[src/rtl/hazard_stall_ctrl_if.sv]
//------------------------------------------------------------------------------
// Module : hazard_stall_ctrl_if
// Brief  : ID-stage hazard inputs and front-end/ID-EX sequencing outputs.
// Rev    : 1.0
//------------------------------------------------------------------------------
`default_nettype none

interface hazard_stall_ctrl_if;
  logic [4:0] id_rs;
  logic [4:0] id_rt;
  logic       id_uses_rt;
  logic       id_is_md;
  logic       id_reads_hilo;
  logic       ex_memread;
  logic [4:0] ex_wr;
  logic       ex_br_taken;
  logic       pc_write;
  logic       ifid_write;
  logic       ifid_flush;
  logic       idex_bubble;
  logic       md_start;
  logic       md_busy;
  logic       md_done;

  modport master (
    output id_rs, id_rt, id_uses_rt, id_is_md, id_reads_hilo,
           ex_memread, ex_wr, ex_br_taken,
    input  pc_write, ifid_write, ifid_flush, idex_bubble,
           md_start, md_busy, md_done
  );

  modport slave (
    input  id_rs, id_rt, id_uses_rt, id_is_md, id_reads_hilo,
           ex_memread, ex_wr, ex_br_taken,
    output pc_write, ifid_write, ifid_flush, idex_bubble,
           md_start, md_busy, md_done
  );
endinterface

`default_nettype wire

[src/rtl/hazard_stall_ctrl.sv]
//------------------------------------------------------------------------------
// Module : hazard_stall_ctrl
// Brief  : Load-use / branch-squash / MULT-DIV scheduling for PC, IF/ID, ID/EX.
// Rev    : 1.0
//------------------------------------------------------------------------------
`default_nettype none

module hazard_stall_ctrl #(
  parameter int MD_LATENCY = 32,
  parameter int CNT_W      = 6
) (
  input  logic                clk,
  input  logic                reset,
  hazard_stall_ctrl_if.slave  hz
);

  typedef enum logic [0:0] {
    IDLE   = 1'b0,
    MD_RUN = 1'b1
  } state_t;

  localparam logic [CNT_W-1:0] CNT_RELOAD = CNT_W'(MD_LATENCY - 1);
  localparam logic [CNT_W-1:0] CNT_ONE    = CNT_W'(1);

  state_t           state;
  state_t           state_nx;
  logic [CNT_W-1:0] cnt;
  logic [CNT_W-1:0] cnt_nx;
  logic             lu;
  logic             mdh;
  logic             md_issue;

  always_ff @(posedge clk) begin
    if (reset) begin
      state <= IDLE;
      cnt   <= '0;
    end else begin
      state <= state_nx;
      cnt   <= cnt_nx;
    end
  end

  always_comb begin
    lu = hz.ex_memread && (hz.ex_wr != 5'd0) &&
         ((hz.ex_wr == hz.id_rs) || (hz.id_uses_rt && (hz.ex_wr == hz.id_rt)));
    // HI/LO consumers may proceed in the cycle the result lands (cnt == 0).
    mdh = (hz.id_is_md || hz.id_reads_hilo) && (state == MD_RUN) && (cnt != '0);
    md_issue = hz.id_is_md && !hz.ex_br_taken && !lu && !mdh;

    state_nx = state;
    cnt_nx   = cnt;
    if (state == MD_RUN) begin
      if (cnt != '0) begin
        cnt_nx = cnt - CNT_ONE;
      end else begin
        state_nx = IDLE;
      end
    end
    if (md_issue) begin
      state_nx = MD_RUN;
      cnt_nx   = CNT_RELOAD;
    end

    hz.pc_write    = 1'b1;
    hz.ifid_write  = 1'b1;
    hz.ifid_flush  = 1'b0;
    hz.idex_bubble = 1'b0;
    hz.md_start    = md_issue;
    hz.md_busy     = (state == MD_RUN);
    hz.md_done     = (state == MD_RUN) && (cnt == '0);

    if (hz.ex_br_taken) begin
      hz.ifid_flush  = 1'b1;
      hz.idex_bubble = 1'b1;
    end else if (lu || mdh) begin
      hz.pc_write    = 1'b0;
      hz.ifid_write  = 1'b0;
      hz.idex_bubble = 1'b1;
    end

    if (reset) begin
      hz.pc_write    = 1'b0;
      hz.ifid_write  = 1'b0;
      hz.ifid_flush  = 1'b1;
      hz.idex_bubble = 1'b1;
      hz.md_start    = 1'b0;
      hz.md_busy     = 1'b0;
      hz.md_done     = 1'b0;
    end
  end

endmodule

`default_nettype wire
[src/flat_wrapper.sv]
// flat-port wrapper written by rule: the top's interface ports become plain ports
module hazard_stall_ctrl_flat 
#(
  parameter int MD_LATENCY = 32,
  parameter int CNT_W      = 6
)
  (clk, reset, hz_id_rs, hz_id_rt, hz_id_uses_rt, hz_id_is_md, hz_id_reads_hilo, hz_ex_memread, hz_ex_wr, hz_ex_br_taken, hz_pc_write, hz_ifid_write, hz_ifid_flush, hz_idex_bubble, hz_md_start, hz_md_busy, hz_md_done);
  hazard_stall_ctrl_if hz_i ();
  input  logic clk;
  input  logic reset;
  input wire logic [$bits(hz_i.id_rs)-1:0] hz_id_rs;
  input wire logic [$bits(hz_i.id_rt)-1:0] hz_id_rt;
  input wire logic [$bits(hz_i.id_uses_rt)-1:0] hz_id_uses_rt;
  input wire logic [$bits(hz_i.id_is_md)-1:0] hz_id_is_md;
  input wire logic [$bits(hz_i.id_reads_hilo)-1:0] hz_id_reads_hilo;
  input wire logic [$bits(hz_i.ex_memread)-1:0] hz_ex_memread;
  input wire logic [$bits(hz_i.ex_wr)-1:0] hz_ex_wr;
  input wire logic [$bits(hz_i.ex_br_taken)-1:0] hz_ex_br_taken;
  output wire logic [$bits(hz_i.pc_write)-1:0] hz_pc_write;
  output wire logic [$bits(hz_i.ifid_write)-1:0] hz_ifid_write;
  output wire logic [$bits(hz_i.ifid_flush)-1:0] hz_ifid_flush;
  output wire logic [$bits(hz_i.idex_bubble)-1:0] hz_idex_bubble;
  output wire logic [$bits(hz_i.md_start)-1:0] hz_md_start;
  output wire logic [$bits(hz_i.md_busy)-1:0] hz_md_busy;
  output wire logic [$bits(hz_i.md_done)-1:0] hz_md_done;
  assign hz_i.id_rs = hz_id_rs;
  assign hz_i.id_rt = hz_id_rt;
  assign hz_i.id_uses_rt = hz_id_uses_rt;
  assign hz_i.id_is_md = hz_id_is_md;
  assign hz_i.id_reads_hilo = hz_id_reads_hilo;
  assign hz_i.ex_memread = hz_ex_memread;
  assign hz_i.ex_wr = hz_ex_wr;
  assign hz_i.ex_br_taken = hz_ex_br_taken;
  assign hz_pc_write = hz_i.pc_write;
  assign hz_ifid_write = hz_i.ifid_write;
  assign hz_ifid_flush = hz_i.ifid_flush;
  assign hz_idex_bubble = hz_i.idex_bubble;
  assign hz_md_start = hz_i.md_start;
  assign hz_md_busy = hz_i.md_busy;
  assign hz_md_done = hz_i.md_done;
  hazard_stall_ctrl #(.MD_LATENCY(MD_LATENCY), .CNT_W(CNT_W)) u_core (.clk(clk), .reset(reset), .hz(hz_i));
endmodule
[config.mk]
export PLATFORM = sky130hd
export DESIGN_NAME = hazard_stall_ctrl_flat
export DESIGN_NICKNAME = d
export VERILOG_FILES = /design/src/rtl/hazard_stall_ctrl_if.sv /design/src/rtl/hazard_stall_ctrl.sv /design/src/flat_wrapper.sv
export SDC_FILE = /design/constraint.sdc
export NUM_CORES = 1
export LEC_CHECK = 0
export ABC_AREA = 0
export CORE_MARGIN = 2
export CORE_UTILIZATION = 43
export CTS_CLUSTER_DIAMETER = 120
export DETAILED_ROUTE_END_ITERATION = 7
export DONT_BUFFER_PORTS = 1
export SLEW_MARGIN = 20
export SYNTH_ARGS = -nofsm -noshare
export SYNTH_HDL_FRONTEND = slang
export SYNTH_SLANG_ARGS = --single-unit
[constraint.sdc]
create_clock -name clk -period 2.4 [get_ports clk]
set_clock_uncertainty 0.2 [all_clocks]
set_input_delay 0.24 -clock clk [delete_from_list [all_inputs] [get_ports clk]]
set_output_delay 0.24 -clock clk [all_outputs]
set_load 0.01 [all_outputs]
After elaboration in Yosys (flattened, before gate mapping)
Cells that the tools add are included.

Bits in registers: 7. Bits in latches: 0. RAM bits: 0. Memory bits (read-only): 0. Bits of input ports: 22. Output and inout port bits: 7. Memories: 0.

Add/sub/neg operators: 1. $mul: 0. Div/mod/pow operators: 0. $lt $le $gt $ge: 0. Equality and inequality tests: 2. Shifts and indexed selects: 0. Mux-type cells: 17. Bitwise logic cells: 0. Reduce and logical (&&, ||, !) cells: 23.

Operators with widths (count): $mux W5 (3); $mux W1 (14); $eq A5 B5 Y1 (2); $logic_and A1 B1 Y1 (9); $logic_not A6 Y1 (1); $reduce_bool A6 Y1 (1); $sub A6 B1 Y6 const B (1); $reduce_bool A5 Y1 (1); $reduce_and A2 Y1 (2); $reduce_bool A2 Y1 (2); $logic_not A1 Y1 (3); $logic_or A1 B1 Y1 (3); $reduce_or A2 Y1 (1).

Logic depth before layout (Yosys ltp)
Word-level depth: 9. Mapped depth: 8. Mapped depth without buffers: 7.

Worst setup path before layout
Ideal clock, no wire load.

Path kind: register -> output. From: register u_core.cnt[0]. To: output hz_pc_write. Data arrival time: 1.810 ns. Setup slack: 0.150 ns. Stages on the path, launching flop included: 9. Path buffers: 1. Cells stage by stage: dfxtp_1 inv_1 ha_1 nor3b_2 a21boi_0 o21ai_0 o21ai_0 a21oi_1 buf_4.

Longest elaborated chain between the ends: 6.

Ends and longest elaborated chain: start: declaration (RTL line hazard_stall_ctrl.sv:27) `logic [CNT_W-1:0] cnt;`; start signal: assignment (RTL line hazard_stall_ctrl.sv:39) `cnt <= cnt_nx;`; $reduce_bool A6 Y1 (RTL line hazard_stall_ctrl.sv:47) `mdh = (hz.id_is_md || hz.id_reads_hilo) && (state == MD_RUN) && (cnt != '0);`; $logic_and A1 B1 Y1 (RTL line hazard_stall_ctrl.sv:47); $logic_or A1 B1 Y1 (RTL line hazard_stall_ctrl.sv:75) `end else if (lu || mdh) begin`; $mux W1 (3 in a row); end: declaration (RTL line flat_wrapper.sv:19) `output wire logic [$bits(hz_i.pc_write)-1:0] hz_pc_write;`.

Every way passes these cells.

Worst setup path after layout
Same ends and word-level chain as after synthesis.

==> impl_results.rst <==
.. list-table::
   :header-rows: 1

   * - Metric
     - Value
   * - Outcome
     - finished, final reports clean
   * - Data arrival time of the critical path
     - ~1.8 ns
   * - Worst setup startpoint
     - u_core.cnt[0]
   * - Iter 0 DRT Violations
     - 2
   * - WHS Endpoint
     - u_core.cnt[5]
   * - Final worst-path cycle share
     - 0.930
   * - Overall die width
     - 40.7 µm
   * - Synthesized Nets
     - 90
   * - Critical R2R Launch
     - u_core.cnt[0]
   * - Overall routed net length
     - about 1200 µm
   * - Leading cell types in the layout, fill and taps excluded
     - 10 x xor2_1, 8 x nor2_1, 7 x dfxtp_1, 4 x inv_1, 4 x a221oi_2
   * - First-pass GRT wire length
     - 1890 µm
   * - Die area
     - 1660 µm²
   * - Floorplan die height
     - 40.7 µm
   * - Ant. Diodes
     - 0
   * - Proportion of synthesized chip area in sequential cells
     - 0.241
   * - Cell area after synthesis
     - 581 µm²
   * - Largest driver fanout on the critical path
     - 3
   * - Antenna violations before repair
     - 0
   * - Clock Sinks
     - 7
   * - Fmax
     - 448 MHz
   * - Number of core rows
     - 13
   * - Gate count of the mapped netlist
     - 67
   * - DRC
     - 0
   * - Max-cap check violation count
     - 0
   * - Worst Setup Start Kind
     - flip-flop
   * - Routability Congestion
     - 0.713
   * - Final sum of negative setup slack
     - 0 ns
   * - Fin nets
     - 97
   * - Total global routing overflow
     - 0
   * - Clock root cell
     - clkbuf_4
   * - Peak VDD IR
     - 268 µV
   * - Num ports
     - 29
   * - Final cell area excluding filler cells
     - 647 µm²
   * - Clock insertion delay at the later pin of the skew report
     - 0.25 ns
   * - Placed Area
     - 611 µm²
   * - Leakage power figure
     - 0.256 nW
   * - Number of warning messages in the yosys log
     - 0
   * - Number of global-route vias before repair
     - 464
   * - Total global routing track utilization
     - 0.172
   * - Most common library cell in the layout ignoring fill and taps
     - xor2_1
   * - Distinct cell type count of the synthesized netlist
     - 29
   * - Final-report max-slew violation count
     - 0
   * - Number of setup violations in the final report
     - 0
   * - Unrepaired setup endpoints after global routing
     - no
   * - Slew at the pin closest to its max-slew limit
     - 0.397 ns
   * - Worst slew slack as a fraction of its limit
     - 0.733
   * - Reg clk slew, reported paths
     - 0.06 ns
   * - Final antenna-violating net count
     - 0
   * - Buffers on Ports
     - 0
   * - Post-detailed-route via-to-cell ratio
     - 5.65
   * - Number of hold-slack violations in the final timing report
     - 0
   * - Shortest period the worst path allows
     - 2.23 ns
   * - Length in cells of the worst reg-to-reg path
     - 7
   * - Avg Synthesized Cell Area
     - 8.67 µm²
   * - Proportion of layout cells with a drive suffix above 1
     - 0.192
   * - Endpoint of the most critical register-to-register path
     - u_core.cnt[1]
   * - Crit end category
     - primary output
   * - Post-CTS Setup Repair Bufs
     - 0
   * - Maximum number of pins on one net before global-route repair
     - 9
   * - R2r setup slk
     - 0.65 ns
   * - Required @ worst endpoint
     - 1.96 ns
   * - Post-DP HPWL
     - 944 µm
   * - Class of the tightest hold or removal check
     - in -> reg
   * - CTS H-Tree Depth
     - 1
   * - TritonCTS clock tree
     - yes
   * - Synth-to-layout area growth
     - 11.4%
   * - Worst Hold Launch
     - reset
   * - Synth Register Bits
     - 7
   * - Via count
     - 497
   * - Pre-Repair DR Iteration Count
     - 2
   * - Average routed wire per standard cell
     - 14.1 µm
   * - Longest Clk Path Bufs
     - 2
   * - Core area
     - 1280 µm²
   * - Category of the most critical setup path
     - reg -> out
   * - Cts bufs inserted
     - 3
   * - Hold Crit Depth
     - 2
   * - Initial Util
     - 0.452
   * - Power density over cell area
     - 585 nW/µm²
==> per-layer routing <==
metal  part of all wire  track usage  up-vias
li1                   -            -      253
met1               0.47        0.218      224
met2               0.47        0.282       20
met3              0.059       0.0652        0
met4                  0       0.0250        0
met5                  0            0        -
==> worst max-delay path: stages, from the launching register on <==
cell and delay [ns]:
dfxtp_1 0.35, inv_1 0.07, ha_1 0.22, nor3b_2 0.16, a21boi_0 0.22, o21ai_0 0.16
o21ai_0 0.11, a21oi_1 0.10, buf_4 0.16
==> kinds of logic (layout without fill, tap and decap cells) <==
family          Yosys count  in the layout  share of synthesized area
simple gates             22             22                      0.205
compound gates           18             18                      0.291
xor+xnor                 13             13                      0.196
flops                     7              7                      0.241
buf+inv                   6             12                     0.0452
fa+ha+maj                 1              1                     0.0215
==> synthesized netlist by cell type (all sizes together) <==
cell	number	area, µm²
and4	1	8.76
nor3b	1	12.5
o211ai	1	21.3
o21ai	3	18.8
a32oi	1	8.76
a21o	2	15.0
dfxtp	7	140
nor2	8	30.0
a31oi	1	6.26
a31o	1	8.76
nand3	1	5.00
nand2	3	11.3
nor4	1	6.26
a221oi	4	60.1
clkbuf	1	3.75
a21boi	1	7.51
or4	1	11.3
xnor2	3	26.3
ha	1	12.5
nor2b	1	6.26
nor3	3	15.0
a21oi	3	15.0
xor2	10	87.6
a211oi	1	7.51
and3	1	6.26
buf	1	7.51
or2	1	6.26
inv	4	15.0
==> state kept, by name (all words and copies together) (netlist names) <==
register,flops
u_core.state,1
u_core.cnt,6
==> layout make-up <==
type | instances | area (µm²)
timing repair buffer | 4 | 32.5
multi-input combinational | 54 | 414
clock buffer | 4 | 26.3
sequential | 7 | 140
fill | 153 | 638
tap | 15 | 18.8
inverter | 4 | 15.0
==> timing repair <==
action                                 in CTS  in global routing
endpoints found under the hold margin       6                  0
hold buffers                                1                  0
gates resized for setup                     0                  0
==> through the flow <==
stage / power (mW) / worst slack (ns) / std cells / util / hold slack, ns
after floorplan: 0.245 / 0.150 / 67 / - / 0.269
after global placement: 0.265 / 0.519 / 83 / 0.475 / 0.109
after detailed placement: 0.268 / 0.430 / 83 / 0.475 / 0.109
after CTS: 0.383 / 0.150 / 88 / 0.503 / 0.0149
after global routing: 0.403 / 0.0186 / 88 / 0.503 / 0.0347
final: 0.378 / 0.167 / 88 / 0.503 / 0.0213
==> how the worst max path moves through the flow <==
stage | slack [ns] | cells after the start | end
floorplan | 0.15 | 8 | hz_pc_write
global placement | 0.52 | 8 | hz_ifid_write
detailed placement | 0.43 | 8 | hz_pc_write
CTS | 0.15 | 8 | hz_pc_write
global route | 0.02 | 8 | hz_pc_write
finish | 0.17 | 8 | hz_pc_write
==> power by group <==
part	total (mW)	internal, mW	leakage, nW	switching (mW)
logic	0.124	0.0602	0.183	0.0637
registers	0.145	0.129	0.0579	0.0158
clock network	0.109	0.0636	0.0150	0.0457
total	0.378	0.253	0.256	0.125
(Power assumes the default switching activity.)
